===== src/rtl/decoder_nto2n_reg_pkg.sv =====
// ---------------------------------------------------------------------------
// decoder_pkg
//
// Shared types for the registered N-to-2**N decoder:
//   mode_e       - request decode mode carried on the 2-bit mode field
//   fsm_state_e  - wrapper FSM states (idle / scanning / scan-complete pulse)
//   is_therm()   - mode classification helper used by the request path
// ---------------------------------------------------------------------------
package decoder_pkg;

    // Request decode mode. The reserved encoding decodes like one-hot.
    typedef enum logic [1:0] {
        MODE_ONEHOT = 2'b00,
        MODE_THERM  = 2'b01,
        MODE_SCAN   = 2'b10,
        MODE_RSVD   = 2'b11
    } mode_e;

    // Wrapper FSM. S_DONE lasts exactly one cycle and carries scan_done.
    typedef enum logic [1:0] {
        S_IDLE = 2'd0,
        S_SCAN = 2'd1,
        S_DONE = 2'd2
    } fsm_state_e;

    // True only for the thermometer mode; reserved falls back to one-hot.
    function automatic logic is_therm(input mode_e m);
        return (m == MODE_THERM);
    endfunction

endpackage


===== src/rtl/decoder_nto2n_reg_if.sv =====
// ---------------------------------------------------------------------------
// decoder_nto2n_reg_if
//
// Request/result bundle for decoder_nto2n_reg.
//   Request side : in_valid, in_ready, sel[SEL_W], en, mode[2]
//   Result side  : out_valid, out_ready, y[OUT_N], err
//   Status       : busy, scan_done
// Modports:
//   master - the requester/consumer (drives requests, accepts results)
//   slave  - the decoder itself
// ---------------------------------------------------------------------------
interface decoder_nto2n_reg_if #(
    parameter int SEL_W = 4,
    parameter int OUT_N = 16
);
    logic             in_valid;
    logic             in_ready;
    logic [SEL_W-1:0] sel;
    logic             en;
    logic [1:0]       mode;
    logic             out_valid;
    logic             out_ready;
    logic [OUT_N-1:0] y;
    logic             err;
    logic             busy;
    logic             scan_done;

    modport master (
        output in_valid,
        output sel,
        output en,
        output mode,
        output out_ready,
        input  in_ready,
        input  out_valid,
        input  y,
        input  err,
        input  busy,
        input  scan_done
    );

    modport slave (
        input  in_valid,
        input  sel,
        input  en,
        input  mode,
        input  out_ready,
        output in_ready,
        output out_valid,
        output y,
        output err,
        output busy,
        output scan_done
    );

endinterface


===== src/rtl/decoder_nto2n_reg_decode_core.sv =====
// ---------------------------------------------------------------------------
// decode_core
//
// Purely combinational select decoder.
//   sel   [SEL_W]  binary select
//   en             0 forces y=0 and err=0
//   therm          0: one-hot (y[sel]=1), 1: thermometer (y[i]=1 for i<=sel)
//   y     [OUT_N]  decoded word, all-zero when sel is out of range
//   err            sel >= OUT_N while enabled
//
// The range test is done on SEL_W+1 bits so that OUT_N == 2**SEL_W is
// representable and never reports an error.
// ---------------------------------------------------------------------------
module decode_core #(
    parameter int SEL_W = 4,
    parameter int OUT_N = 16
) (
    input  logic [SEL_W-1:0] sel,
    input  logic             en,
    input  logic             therm,
    output logic [OUT_N-1:0] y,
    output logic             err
);

    localparam logic [SEL_W:0] LIMIT = (SEL_W+1)'(OUT_N);

    logic [SEL_W:0] sel_ext;
    logic           in_range;

    assign sel_ext  = {1'b0, sel};
    assign in_range = (sel_ext < LIMIT);
    assign err      = en && !in_range;

    // One comparator per output bit; the thermometer form only differs in
    // using <= instead of ==.
    generate
        for (genvar gi = 0; gi < OUT_N; gi++) begin : g_bit
            localparam logic [SEL_W:0] BIT_IDX = (SEL_W+1)'(gi);
            logic hit;
            assign hit   = therm ? (BIT_IDX <= sel_ext) : (BIT_IDX == sel_ext);
            assign y[gi] = en && in_range && hit;
        end
    endgenerate

endmodule


===== src/rtl/decoder_nto2n_reg.sv =====
// ---------------------------------------------------------------------------
// decoder_nto2n_reg
//
// Registered N-to-OUT_N decoder with valid/ready handshake and a self-driven
// scan mode that walks a one-hot bit across every output.
//
// Ports:
//   clk   - rising-edge clock
//   rst   - synchronous active-high reset (aborts any scan, no scan_done)
//   bus   - decoder_nto2n_reg_if.slave:
//             in_valid/in_ready/sel/en/mode   request
//             out_valid/out_ready/y/err       single-entry result register
//             busy                            scan in progress (SCAN or DONE)
//             scan_done                       one-cycle pulse after last beat
//
// A single decode_core serves both paths: in IDLE it decodes the incoming
// request, in SCAN it decodes the index of the *next* beat so that the
// result register can be refilled on the same edge the current beat is taken.
// ---------------------------------------------------------------------------
module decoder_nto2n_reg
    import decoder_pkg::*;
#(
    parameter int SEL_W = 4,
    parameter int OUT_N = 16
) (
    input logic                clk,
    input logic                rst,
    decoder_nto2n_reg_if.slave bus
);

    localparam logic [SEL_W-1:0] LAST_IDX = SEL_W'(OUT_N - 1);
    localparam logic [SEL_W-1:0] IDX_ONE  = SEL_W'(1);

    fsm_state_e       state_reg;
    logic [SEL_W-1:0] idx_reg;
    logic [OUT_N-1:0] y_reg;
    logic             err_reg;
    logic             out_valid_reg;
    logic             busy_reg;
    logic             scan_done_reg;

    mode_e            req_mode;
    logic             in_ready_int;
    logic             accept;
    logic             out_take;
    logic             scan_start;
    logic             last_beat;

    logic [SEL_W-1:0] core_sel;
    logic             core_en;
    logic             core_therm;
    logic [OUT_N-1:0] core_y;
    logic             core_err;

    assign req_mode = mode_e'(bus.mode);

    // The output register can take a new beat when it is empty or being
    // drained this cycle; requests are only taken while idle.
    assign in_ready_int = (state_reg == S_IDLE) && (!out_valid_reg || bus.out_ready);
    assign accept       = bus.in_valid && in_ready_int;
    assign out_take     = out_valid_reg && bus.out_ready;
    assign scan_start   = accept && (req_mode == MODE_SCAN) && bus.en;
    assign last_beat    = (idx_reg == LAST_IDX);

    // Decoder input steering.
    //  - SCAN: next index, always enabled, one-hot.
    //  - IDLE with a scan request: index 0 for the first beat; en passes
    //    through so a disabled scan request yields a single all-zero beat.
    //  - otherwise: the request as presented.
    always_comb begin
        core_sel   = bus.sel;
        core_en    = bus.en;
        core_therm = is_therm(req_mode);
        if (state_reg == S_SCAN) begin
            core_sel   = idx_reg + IDX_ONE;
            core_en    = 1'b1;
            core_therm = 1'b0;
        end else if (req_mode == MODE_SCAN) begin
            core_sel   = '0;
            core_therm = 1'b0;
        end
    end

    decode_core #(
        .SEL_W (SEL_W),
        .OUT_N (OUT_N)
    ) u_core (
        .sel   (core_sel),
        .en    (core_en),
        .therm (core_therm),
        .y     (core_y),
        .err   (core_err)
    );

    always_ff @(posedge clk) begin
        if (rst) begin
            state_reg     <= S_IDLE;
            idx_reg       <= '0;
            y_reg         <= '0;
            err_reg       <= 1'b0;
            out_valid_reg <= 1'b0;
            busy_reg      <= 1'b0;
            scan_done_reg <= 1'b0;
        end else begin
            scan_done_reg <= 1'b0;
            unique case (state_reg)
                S_IDLE: begin
                    if (accept) begin
                        // A new beat overwrites the register even if the
                        // previous one is being drained on this same edge.
                        y_reg         <= core_y;
                        err_reg       <= core_err;
                        out_valid_reg <= 1'b1;
                        if (scan_start) begin
                            state_reg <= S_SCAN;
                            idx_reg   <= '0;
                            busy_reg  <= 1'b1;
                        end
                    end else if (out_take) begin
                        out_valid_reg <= 1'b0;
                    end
                end

                S_SCAN: begin
                    // out_valid is held high for the whole scan, so a take
                    // here is simply out_ready.
                    if (out_take) begin
                        if (last_beat) begin
                            state_reg     <= S_DONE;
                            out_valid_reg <= 1'b0;
                            scan_done_reg <= 1'b1;
                        end else begin
                            idx_reg <= idx_reg + IDX_ONE;
                            y_reg   <= core_y;
                            err_reg <= core_err;
                        end
                    end
                end

                S_DONE: begin
                    state_reg <= S_IDLE;
                    idx_reg   <= '0;
                    busy_reg  <= 1'b0;
                end

                default: begin
                    state_reg <= S_IDLE;
                end
            endcase
        end
    end

    assign bus.in_ready  = in_ready_int;
    assign bus.out_valid = out_valid_reg;
    assign bus.y         = y_reg;
    assign bus.err       = err_reg;
    assign bus.busy      = busy_reg;
    assign bus.scan_done = scan_done_reg;

endmodule


===== src/flat_wrapper.sv =====
// flat-port wrapper written by rule: the top's interface ports become plain ports
module decoder_nto2n_reg_flat import decoder_pkg::*;
#(
    parameter int SEL_W = 4,
    parameter int OUT_N = 16
)
  (clk, rst, bus_in_valid, bus_sel, bus_en, bus_mode, bus_out_ready, bus_in_ready, bus_out_valid, bus_y, bus_err, bus_busy, bus_scan_done);
  decoder_nto2n_reg_if #(.SEL_W(SEL_W), .OUT_N(OUT_N)) bus_i ();
  input logic clk;
  input logic rst;
  input wire logic [$bits(bus_i.in_valid)-1:0] bus_in_valid;
  input wire logic [$bits(bus_i.sel)-1:0] bus_sel;
  input wire logic [$bits(bus_i.en)-1:0] bus_en;
  input wire logic [$bits(bus_i.mode)-1:0] bus_mode;
  input wire logic [$bits(bus_i.out_ready)-1:0] bus_out_ready;
  output wire logic [$bits(bus_i.in_ready)-1:0] bus_in_ready;
  output wire logic [$bits(bus_i.out_valid)-1:0] bus_out_valid;
  output wire logic [$bits(bus_i.y)-1:0] bus_y;
  output wire logic [$bits(bus_i.err)-1:0] bus_err;
  output wire logic [$bits(bus_i.busy)-1:0] bus_busy;
  output wire logic [$bits(bus_i.scan_done)-1:0] bus_scan_done;
  assign bus_i.in_valid = bus_in_valid;
  assign bus_i.sel = bus_sel;
  assign bus_i.en = bus_en;
  assign bus_i.mode = bus_mode;
  assign bus_i.out_ready = bus_out_ready;
  assign bus_in_ready = bus_i.in_ready;
  assign bus_out_valid = bus_i.out_valid;
  assign bus_y = bus_i.y;
  assign bus_err = bus_i.err;
  assign bus_busy = bus_i.busy;
  assign bus_scan_done = bus_i.scan_done;
  decoder_nto2n_reg #(.SEL_W(SEL_W), .OUT_N(OUT_N)) u_core (.clk(clk), .rst(rst), .bus(bus_i));
endmodule

===== config.mk =====
export PLATFORM = sky130hd
export DESIGN_NAME = decoder_nto2n_reg_flat
export DESIGN_NICKNAME = d
export VERILOG_FILES = /design/src/rtl/decoder_nto2n_reg_pkg.sv /design/src/rtl/decoder_nto2n_reg_if.sv /design/src/rtl/decoder_nto2n_reg_decode_core.sv /design/src/rtl/decoder_nto2n_reg.sv /design/src/flat_wrapper.sv
export SDC_FILE = /design/constraint.sdc
export NUM_CORES = 1
export LEC_CHECK = 0
export ABC_AREA = 1
export BUFFER_PORTS_ARGS = -buffer_cell sky130_fd_sc_hd__buf_2
export CAP_MARGIN = 20
export CORE_MARGIN = 2
export CORE_UTILIZATION = 54
export DETAILED_ROUTE_END_ITERATION = 8
export PLACE_DENSITY = 0.88
export SYNTH_ARGS = -nofsm -noshare
export SYNTH_HDL_FRONTEND = slang
export SYNTH_HIERARCHICAL = 1
export SYNTH_SLANG_ARGS = --single-unit

===== constraint.sdc =====
create_clock -name clk -period 2.5 [get_ports clk]
set_input_delay 0.375 -clock clk [delete_from_list [all_inputs] [get_ports clk]]
set_output_delay 0.375 -clock clk [all_outputs]
set_load 0.01 [all_outputs]

After elaboration in Yosys (flattened, before gate mapping)
Index checks and enable logic that the tools add are counted.

storage, ports and cells
  memories = 0
  logic and storage cells = 138
  register bits = 26
  RAM bits = 0
  ROM bits = 0
  bits of input ports = 11
  output and inout port bits = 21
  bits in latches = 0

operators by class
  $add $sub $neg = 1
  div/mod/pow operators = 0
  shift-type cells = 0
  bitwise operators = 2
  $mul = 0
  equality and inequality tests = 26
  order comparisons = 17
  reductions and logical operators = 37
  muxes and demuxes = 48

operator list
  cell                 number
  $mux 16              3
  $eq 4x4->1 const A   8
  $le 4x4->1 const A   8
  $pmux 16 s2          1
  $mux 1               29
  $mux 4               6
  $logic_and 1x1->1    23
  $eq 3x4->1 const A   4
  $le 3x4->1 const A   4
  $pmux 4 s3           1
  $reduce_and 4->1     3
  $eq 2x4->1 const A   2
  $le 1x4->1 const A   2
  $le 2x4->1 const A   2
  $mux 2               4
  $ne 2x1->1 const B   4
  $pmux 1 s2           3
  $logic_not 5->1      1
  $lt 4x5->1 const B   1
  $reduce_and 5->1     1
  $add 4x1->4 const B  1
  $eq 1x4->1 const A   1
  $eq 2x1->1 const B   2
  $eq 2x2->1 const B   2
  12 further kinds     15

Longest topological paths before layout
Gate-level depths: netlist of run 1.

  depth in word-level cells = 9
  mapped depth = 12
  gate-level depth less buffers = 11

By module
The synthesis of run 1 kept the hierarchy.

by module, submodules not included
  module             area each (um^2)  cells an instance  instances  sequential area each (um^2)
  decoder_nto2n_reg  1,196.1           163                1          520.5
  decode_core        324.1             67                 1          0.0

Worst setup path after synthesis of run 1
Ideal clock, no wire load.

  path type = register -> register
  start point = register u_core.state_reg[1]
  end point = register u_core.y_reg[6], in the netlist u_core/bus.y[6]
  data arrival time = 1.600 ns
  buffers on the path = 0
  path slack = 0.784 ns
  clock period less this slack = 1.716 ns
  library setup time = 0.116 ns
  data required time = 2.384 ns
  stages on the path, launching flop included = 10
  cell sequence = dfxtp_1 > inv_2 > nand2_4 > nand2_1 > o21ai_0 > nand2_1 > nand3_1 > a21oi_1 > o21ai_0 > nor2_1

on the way
  word-level cells in the longest chain between the ends = 8
  elaborated cells between the ends (all ways) = 22
  classes of those cells = order compare (2); eq/ne (5); mux (8); reduce/logical (7)

RTL lines
  element                                      RTL line                                                                  source
  start, declared                              decoder_nto2n_reg.sv:34                                                   fsm_state_e state_reg;
  start signal, assigned                       decoder_nto2n_reg.sv:97                                                   state_reg <= S_IDLE;
  start signal, assigned                       decoder_nto2n_reg.sv:115                                                  state_reg <= S_SCAN;
  start signal, assigned                       decoder_nto2n_reg.sv:129                                                  state_reg <= S_DONE;
  $eq 2x1->1 *                                 decoder_nto2n_reg.sv:74                                                   if (state_reg == S_SCAN) begin
  $mux 4 *                                     decoder_nto2n_reg.sv:74
  net u_core.core_sel[0]                       decoder_nto2n_reg.sv:49                                                   logic [SEL_W-1:0] core_sel;
  $le 3x4->1 (tied with other cells)           decoder_nto2n_reg_decode_core.sv:40                                       assign hit = therm ? (BIT_IDX <= sel_ext) : (BIT_IDX == sel_ext);
  $mux 1 or $logic_and 1x1->1 (tied branches)  decoder_nto2n_reg_decode_core.sv:40, decoder_nto2n_reg_decode_core.sv:41
  $logic_and 1x1->1 *                          decoder_nto2n_reg_decode_core.sv:41                                       assign y[gi] = en && in_range && hit;
  net u_core.core_y[6]                         decoder_nto2n_reg.sv:52                                                   logic [OUT_N-1:0] core_y;
  $mux 16                                      decoder_nto2n_reg.sv:128                                                  if (last_beat) begin
  $mux 16                                      decoder_nto2n_reg.sv:127                                                  if (out_take) begin
  $pmux 16 s2 *                                decoder_nto2n_reg.sv:106                                                  unique case (state_reg)
  end signal, assigned                         decoder_nto2n_reg.sv:111                                                  y_reg <= core_y;
  end signal, assigned                         decoder_nto2n_reg.sv:134                                                  y_reg <= core_y;
  end, declared                                decoder_nto2n_reg.sv:36                                                   logic [OUT_N-1:0] y_reg;

Mark *: on every way through the listed nets, which the timed path passes. The rest lies on a longest branch. The select of a mux whose other input is x is not followed.
A chain may end at the register's enable or synchronous reset.

Worst setup path after layout of run 1
  start point = register u_core.state_reg[1]
  end point = register u_core.y_reg[7], in the netlist u_core/bus.y[7]

The elaborated chain is that of the path after synthesis.

==> flow_metrics.py, run 1 <==
metrics = {
    "detailed_routing": {
        "drc_errors": 0,
        "ant_nets": 0,
        "routed_via_density": 5.20,
        "wirelength_microns": 3300,
        "avgRoutedWirePerCell_microns": 11.4,
        "first_pass_iters": 5,
        "drtIter0Drc": 37,
        "vias": 1503,
    },
    "critical_path": {
        "reg2reg_depth": 10,
        "crit_required_ns": 2.75,
        "cp_max_fo": 9,
        "critical_path.startpoint_type": "flip-flop",
        "worstPathArrival_ns": 2.41,
        "crit_type": "reg -> reg",
        "endpoint_kind": "flip-flop",
    },
    "finish": {
        "final_common_cell": "nor2_1",
        "drive_gt1_share_pct": 23.6,
        "final_cell_mix": "45 x nor2_1, 39 x nand2_1, 31 x buf_2",
        "diodes": 0,
        "layout.nets": 272,
        "largest_reg_flops": 16,
        "syn_to_final_growth_pct": 10.3,
    },
    "die": {
        "core.rowCount": 19,
        "start_util_pct": 56.1,
        "core_area_sq_um": 2710,
        "design.die.area_sq_um": 3260,
        "ios": 32,
        "die_w_microns": 57.1,
        "die_h_microns": 57.1,
    },
    "power": {
        "power.density_nw_per_um2": 511,
        "irDropWorstVdd_v": 0.000432,
        "p_leak_nw": 0.839,
        "finalPower_uw": 856,
    },
    "synthesis": {
        "yosysWarningCount": 6,
        "syn_nets": 242,
        "yosys_register_bits": 26,
        "syn_area_sq_um": 1520,
        "synth_cell_types": 27,
        "syn_avg_cell_area_sq_um": 6.61,
        "syn_inst": 230,
        "synth_seq_area_share_pct": 34.2,
    },
    "min_path": {
        "hold_depth": 2,
        "hold_class": "in -> reg",
    },
    "clock_tree": {
        "insertion_delay_ns": 0.31,
        "postCtsSetupRepairBufs": 0,
        "post_cts_resized": 0,
        "clock_path_buffers": 2,
        "cts_root_buf": "clkbuf_4",
        "clkTransAtPathRegs_ns": 0.13,
        "cts_tree": "built",
        "cts_sinks": 26,
        "cts_buffers": 3,
        "cts_htree_levels": 1,
        "hold_buffers": 0,
    },
    "place": {
        "io_buffers": 31,
        "dp_hpwl_microns": 2490,
        "gp_congestion": 0.882,
    },
    "outcome": {
        "status": "finished clean",
    },
    "grt": {
        "grt_pass1_wl_microns": 5670,
        "grt_util_all_layers_pct": 21.5,
        "use_met1_pct": 26.2,
        "grt-ovfl-total": 0,
        "grt_pass1_vias": 1379,
        "met2_usage_pct": 38.8,
        "antenna_found_initial": 0,
        "use_met3_pct": 2.72,
        "grt_busiest_layer": "met2",
        "grt_max_degree": 23,
    },
    "sta": {
        "final.setup.tns_ns": 0,
        "hold_violations": 0,
        "fin_crit_sh_pct": 86.4,
        "rsz0062_at_grt": "false",
        "max_slew.worst_pin.slew_ns": 0.940,
        "slew_headroom_pct": 36.7,
        "timing.final.max_slew_violations": 0,
        "post-route-min-period_ns": 2.16,
        "finClkSkew_ns": 0.00624,
        "clock.fmax_ghz": 0.463,
        "setup_viol": 0,
    },
    "run": {
        "maxCapViolCount": 0,
    },
}
[path summary, 6_finish.rpt]
kind | startpoint | to | slack [ns]
worst max-delay path | u_core/state_reg[1] | u_core/bus.y[7] | 0.34
worst min register to register | u_core/bus.busy | u_core/bus.busy | 0.48
worst min-delay path | rst | u_core/state_reg[0] | 0.27
worst max register to register | u_core/state_reg[1] | u_core/bus.y[7] | 0.34
[power breakdown]
part           internal (mW)  leakage [nW]  switching, mW
Sequential             0.446         0.214         0.0185
Clock                 0.0562        0.0138          0.111
Combinational         0.0791         0.612          0.145
[logic make-up after synthesis]
family,share of synthesized area [%]
buf+inv,11.9
other cells,0.247
fa+ha+maj,0.823
compound gates,15.6
flops,34.2
simple gates,37.2
[metrics by stage]
stage	setup WS [ns]	utilization [%]	area (sq um)	hold WS (ns)	cells
floorplan	0.784	-	1520	0.444	230
global placement	0.315	60.8	1650	0.448	285
detailed placement	0.267	60.8	1650	0.460	285
CTS	0.247	61.7	1670	0.261	288
global route	0.125	61.9	1680	0.257	289
finish	0.341	61.9	1680	0.273	289
[layer usage]
metal | part of all wire [%] | vias up
li1 | - | 795
met1 | 45 | 660
met2 | 49 | 44
met3 | 5.0 | 4
met4 | 0.94 | 0
met5 | 0 | -
[worst max-delay path: stages (launching register included)]
cell and delay [ns]:
dfxtp_1 0.38, inv_2 0.08, nand2_4 0.12, nand2_1 0.06, o21ai_0 0.73, nand2_1 0.19
inv_1 0.12, nand2_1 0.06, a21oi_1 0.14, o21ai_0 0.11, nor2_1 0.11
[synth_stat cells, drive strengths merged]
master	count	area share (%)
a21oi	16	5.3
buf	6	4.3
clkbuf	2	0.49
conb	1	0.25
dfxtp	26	34
ha	1	0.82
inv	27	7.2
nand2	44	13
nand3	12	4.3
nand4	6	2.5
nor2	54	15
nor3	1	0.66
nor4	2	0.82
o21ai	29	9.5
o21bai	1	0.74
or2	2	0.82
[final cells by class]
cell class                      instances  area [sq um]
Tap cell                               31          38.8
Multi-Input combinational cell        169           818
Sequential cell                        26           520
Timing Repair Buffer                   33           168
Inverter                               27           109
Clock buffer                            3          22.5
Fill cell                             273          1030
No activity file was read; power rests on OpenSTA's default activity.
==> run 2, diff against run 1 <==
Settings changed: REMOVE_ABC_BUFFERS set to 1.
==> run 2 against run 1 <==
Via count decreased by 0.20%. Largest cell class unchanged. First-iteration DRC count increased by 5.4%. Cell count increased by 0.35%. Routed wire length decreased by 8.3%. Fmax increased by 1.3%. Total power increased by 14%.
==> flow_metrics.py, run 2 (synthesis gave the netlist of run 1 again) <==
metrics = {
    "finish": {
        "final_cell_mix": "45 x nor2_1, 39 x nand2_1, 32 x buf_2",
        "final_util_pct": 63.0,
        "diodes": 0,
        "syn_to_final_growth_pct": 12.3,
        "final_common_cell": "nor2_1",
        "largest_reg_flops": 16,
        "drive_gt1_share_pct": 23.9,
        "layout.nets": 272,
    },
    "place": {
        "dp_hpwl_microns": 2300,
        "io_buffers": 31,
        "gp_congestion": 0.970,
    },
    "grt": {
        "grt_max_degree": 23,
        "antenna_found_initial": 0,
        "grt_pass1_wl_microns": 5440,
        "grt_pass1_vias": 1352,
        "grt_util_all_layers_pct": 20.4,
        "grt-ovfl-total": 0,
    },
    "critical_path": {
        "critical_path.startpoint_type": "flip-flop",
        "slowest_delay_ns": 0.68,
        "path_cells": "inv_2, nand2_4, nand2_1, o21ai_0, nand2_1, inv_1, nand3_1, o21ai_1, o21ai_0, nor2_1",
        "rr_startpoint": "u_core/state_reg[1]",
        "crit_start": "u_core/state_reg[1]",
        "critPathSlowestCell": "o21ai_0",
        "crit_type": "reg -> reg",
        "worstPathArrival_ns": 2.40,
        "crit_family": "compound AO/OA/AOI/OAI gates",
        "cp_max_fo": 9,
        "critPathBufInv": 2,
        "crit_required_ns": 2.77,
        "endpoint_kind": "flip-flop",
    },
    "clock_tree": {
        "post_cts_resized": 0,
        "clkTransAtPathRegs_ns": 0.15,
        "clock_path_buffers": 2,
        "cts_sinks": 26,
        "hold_buffers": 0,
        "cts_tree": "built",
        "insertion_delay_ns": 0.32,
        "cts_buffers": 3,
        "cts_root_buf": "clkbuf_4",
        "postCtsSetupRepairBufs": 0,
        "cts_htree_levels": 1,
    },
    "detailed_routing": {
        "avgRoutedWirePerCell_microns": 10.4,
        "drtIter0Drc": 39,
        "wirelength_microns": 3030,
        "ant_nets": 0,
        "vias": 1500,
        "routed_via_density": 5.17,
        "drc_errors": 0,
        "first_pass_iters": 5,
    },
    "sta": {
        "fin_crit_sh_pct": 85.2,
        "clock.fmax_ghz": 0.469,
        "slew_headroom_pct": 42.0,
        "setup_viol": 0,
        "rsz0062_at_grt": "false",
        "post-route-min-period_ns": 2.13,
        "finClkSkew_ns": 0.00674,
        "timing.final.max_slew_violations": 0,
        "final.setup.tns_ns": 0,
        "holdWs_ns": 0.246,
        "hold_violations": 0,
        "max_slew.worst_pin.slew_ns": 0.861,
    },
    "die": {
        "core.rowCount": 19,
        "die_w_microns": 57.1,
        "design.die.area_sq_um": 3260,
        "die_h_microns": 57.1,
        "ios": 32,
        "core_area_sq_um": 2710,
        "start_util_pct": 56.1,
    },
    "power": {
        "power.density_nw_per_um2": 570,
        "p_leak_nw": 0.853,
        "irDropWorstVdd_v": 0.000460,
    },
    "outcome": {
        "status": "finished clean",
    },
    "min_path": {
        "hold_class": "in -> reg",
        "hp-start": "rst",
    },
    "run": {
        "maxCapViolCount": 0,
    },
}
run 2: changes by cell type in the layout (fill, tap and decap cells not counted), sizes merged:
| cell | before | now |
|---|---|---|
| bufinv | 0 | 1 |
run 2: final timing paths:
| kind | end | slack (ns) | depth (start not counted) |
|---|---|---|---|
| worst max-delay path | u_core/bus.y[13] | 0.37 | 10 |
| worst min-delay path | u_core/bus.out_valid | 0.25 | 2 |
| worst max register to register | u_core/bus.y[13] | 0.37 | 10 |
| worst min register to register | u_core/bus.busy | 0.48 | 2 |
run 2: final cells by class:
class,instances,area (sq um)
clock buffers,3,22.5
clock inverters,1,30.0
fillers,276,1000
inverters,27,109
multi-input cells,169,818
flip-flops and latches,26,520
well taps,31,38.8
repair buffers,33,168
run 2: power by group:
group | leakage [nW] | total (mW) | switching [mW] | internal [mW]
Sequential | 0.214 | 0.464 | 0.0184 | 0.446
Clock | 0.0279 | 0.289 | 0.127 | 0.162
Combinational | 0.612 | 0.219 | 0.140 | 0.0789
run 2: layer usage:
layer	vias to the layer above	routed length, microns	global-route usage, %
met2	48	1510	37.8
met4	0	22	2.33
met5	-	0	0
li1	796	-	-
met1	650	1320	24.4
met3	6	172	4.99
run 2: stage by stage:
| step | total power, mW | setup slack [ns] | cells | instance area [sq um] |
|---|---|---|---|---|
| CTS | 0.983 | 0.169 | 288 | 1690 |
| finish | 0.973 | 0.370 | 290 | 1710 |
| global route | 1.04 | 0.0898 | 290 | 1710 |
| detailed placement | 0.691 | 0.198 | 284 | 1640 |
| floorplan | 0.626 | 0.502 | 222 | 1450 |
| global placement | 0.688 | 0.177 | 284 | 1640 |
==> run 3, diff against run 2 <==
Settings changed: CELL_PAD_IN_SITES_DETAIL_PLACEMENT set to 0, CELL_PAD_IN_SITES_GLOBAL_PLACEMENT set to 1, CORE_UTILIZATION 54 to 37, PLACE_DENSITY 0.88 to 0.87.
==> run 3 against run 2 <==
Register-to-register slack about the same. Routed wire length up 9.3%. Sequential share of layout area down 0.59 points. Sequential cell count unchanged. Design area up 2.0%. Highest routed layer unchanged.
==> flow_metrics.py, run 3 (synthesis gave the netlist of run 1 again) <==
metrics = {
    "place": {
        "dpl_worst_slack_ns": 0.228,
        "placedCellCount": 305,
        "gp_congestion": 0.922,
        "place_area_sq_um": 1680,
        "dp_hpwl_microns": 2550,
        "io_buffers": 31,
    },
    "clock_tree": {
        "cts_sinks": 26,
        "cts_buffers": 3,
        "cts_tree": "built",
        "clock_path_buffers": 2,
        "cts_root_buf": "clkbuf_8",
        "insertion_delay_ns": 0.27,
        "cts_htree_levels": 1,
        "postCtsSetupRepairBufs": 0,
        "clkTransAtPathRegs_ns": 0.09,
    },
    "sta": {
        "final.setup.tns_ns": 0,
        "finClkSkew_ns": 0.00109,
        "clock.fmax_ghz": 0.466,
        "hold_violations": 0,
        "slew_headroom_pct": 41.5,
        "rsz0062_at_grt": "false",
        "timing.final.max_slew_violations": 0,
        "setup_ws_ns": 0.355,
        "fin_crit_sh_pct": 85.8,
        "max_slew.worst_pin.slew_ns": 0.868,
        "setup_viol": 0,
        "post-route-min-period_ns": 2.15,
    },
    "power": {
        "p_leak_nw": 0.859,
        "clock_power_share_pct": 28.2,
        "intPower_uw": 667,
        "irDropWorstVdd_v": 0.000238,
        "switching_share_pct": 30.3,
        "power.density_nw_per_um2": 550,
        "switchingPower_uw": 290,
        "p_seq_share_pct": 48.4,
        "comb_power_share_pct": 23.3,
    },
    "finish": {
        "final_common_cell": "nor2_1",
        "layoutNonFillerInstCount": 310,
        "finalInstanceArea_sq_um": 1740,
        "drive_gt1_share_pct": 24.2,
        "diodes": 0,
        "syn_to_final_growth_pct": 14.5,
        "layout.nets": 273,
        "final_cell_mix": "45 x nor2_1, 39 x nand2_1, 31 x buf_2",
        "largest_reg_flops": 16,
    },
    "detailed_routing": {
        "drtIter0Drc": 50,
        "first_pass_iters": 4,
        "drc_errors": 0,
        "wirelength_microns": 3310,
        "ant_nets": 0,
        "vias": 1502,
        "routed_via_density": 4.85,
        "avgRoutedWirePerCell_microns": 10.7,
    },
    "critical_path": {
        "endpoint_kind": "flip-flop",
        "critical_path.startpoint_type": "flip-flop",
        "cp_max_fo": 9,
        "crit_start": "u_core/state_reg[1]",
        "r2r_slack_ns": 0.35,
        "crit_type": "reg -> reg",
        "crit_required_ns": 2.71,
        "worstPathArrival_ns": 2.35,
        "reg2reg_depth": 10,
        "crit_end": "u_core/bus.y[13]",
        "rr_startpoint": "u_core/state_reg[1]",
        "reg2reg_to": "u_core/bus.y[13]",
    },
    "grt": {
        "grt_pass1_wl_microns": 5690,
        "grt-ovfl-total": 0,
        "antenna_found_initial": 0,
        "grt_max_degree": 23,
        "grt_pass1_vias": 1370,
        "grt_util_all_layers_pct": 16.2,
    },
    "die": {
        "die_w_microns": 68.1,
        "ios": 32,
        "core_area_sq_um": 3970,
        "core.rowCount": 23,
        "die_h_microns": 68.1,
        "start_util_pct": 38.3,
        "design.die.area_sq_um": 4640,
    },
    "run": {
        "maxCapViolCount": 0,
    },
    "outcome": {
        "status": "finished clean",
    },
    "min_path": {
        "hold_class": "in -> reg",
    },
}
==> run 3: critical path: stages (launching register included) <==
cell and delay, ns:
dfxtp_1 0.37, inv_2 0.08, nand2_4 0.12, nand2_1 0.07, o21ai_0 0.68, nand2_1 0.23
inv_1 0.14, nand3_1 0.09, o21ai_1 0.08, o21ai_0 0.10, nor2_1 0.12
==> run 3: worst min-delay path by stage <==
stage / endpoint / cells after the start / startpoint / slack (ns)
detailed placement: u_core/bus.busy / 2 / u_core/bus.busy / 0.44
global placement: u_core/bus.busy / 2 / u_core/bus.busy / 0.44
CTS: u_core/bus.out_valid / 2 / rst / 0.30
global route: u_core/bus.out_valid / 2 / rst / 0.31
floorplan: u_core/bus.out_valid / 1 / rst / 0.44
finish: u_core/bus.out_valid / 2 / rst / 0.31
==> run 3: cell type report <==
cell class,instances,area (sq um)
Fill cell,435,2230
Multi-Input combinational cell,169,818
Sequential cell,26,520
Timing Repair Buffer,34,175
Inverter,27,109
Tap cell,50,62.6
Clock buffer,4,55.1
==> run 3: what timing repair did <==
action	CTS	global route
hold buffers	0	0
resized for setup	0	1
setup endpoints to repair	0	1
==> run 3: metrics by stage <==
stage / hold WS, ns / total power [mW] / utilization [%]
after floorplan: 0.444 / 0.626 / -
after global placement: 0.437 / 0.695 / 42.1
after detailed placement: 0.440 / 0.698 / 42.3
after CTS: 0.302 / 0.975 / 43.7
after global routing: 0.314 / 1.03 / 43.8
final: 0.311 / 0.957 / 43.8
==> run 3: routing by layer <==
metal | share of wire, % | global-route usage (%)
met5 | 0 | 0
met4 | 1.3 | 6.00
met3 | 3.8 | 2.47
met2 | 49 | 29.1
met1 | 46 | 19.2
==> run 3: power by group through the flow <==
stage	Clock [mW]	Combinational [mW]	Sequential, mW
2_1_floorplan	0	0.140	0.486
3_3_place_gp	0	0.222	0.473
3_5_place_dp	0	0.224	0.474
4_1_cts	0.287	0.224	0.465
5_1_grt	0.302	0.258	0.468
6_report	0.270	0.223	0.463
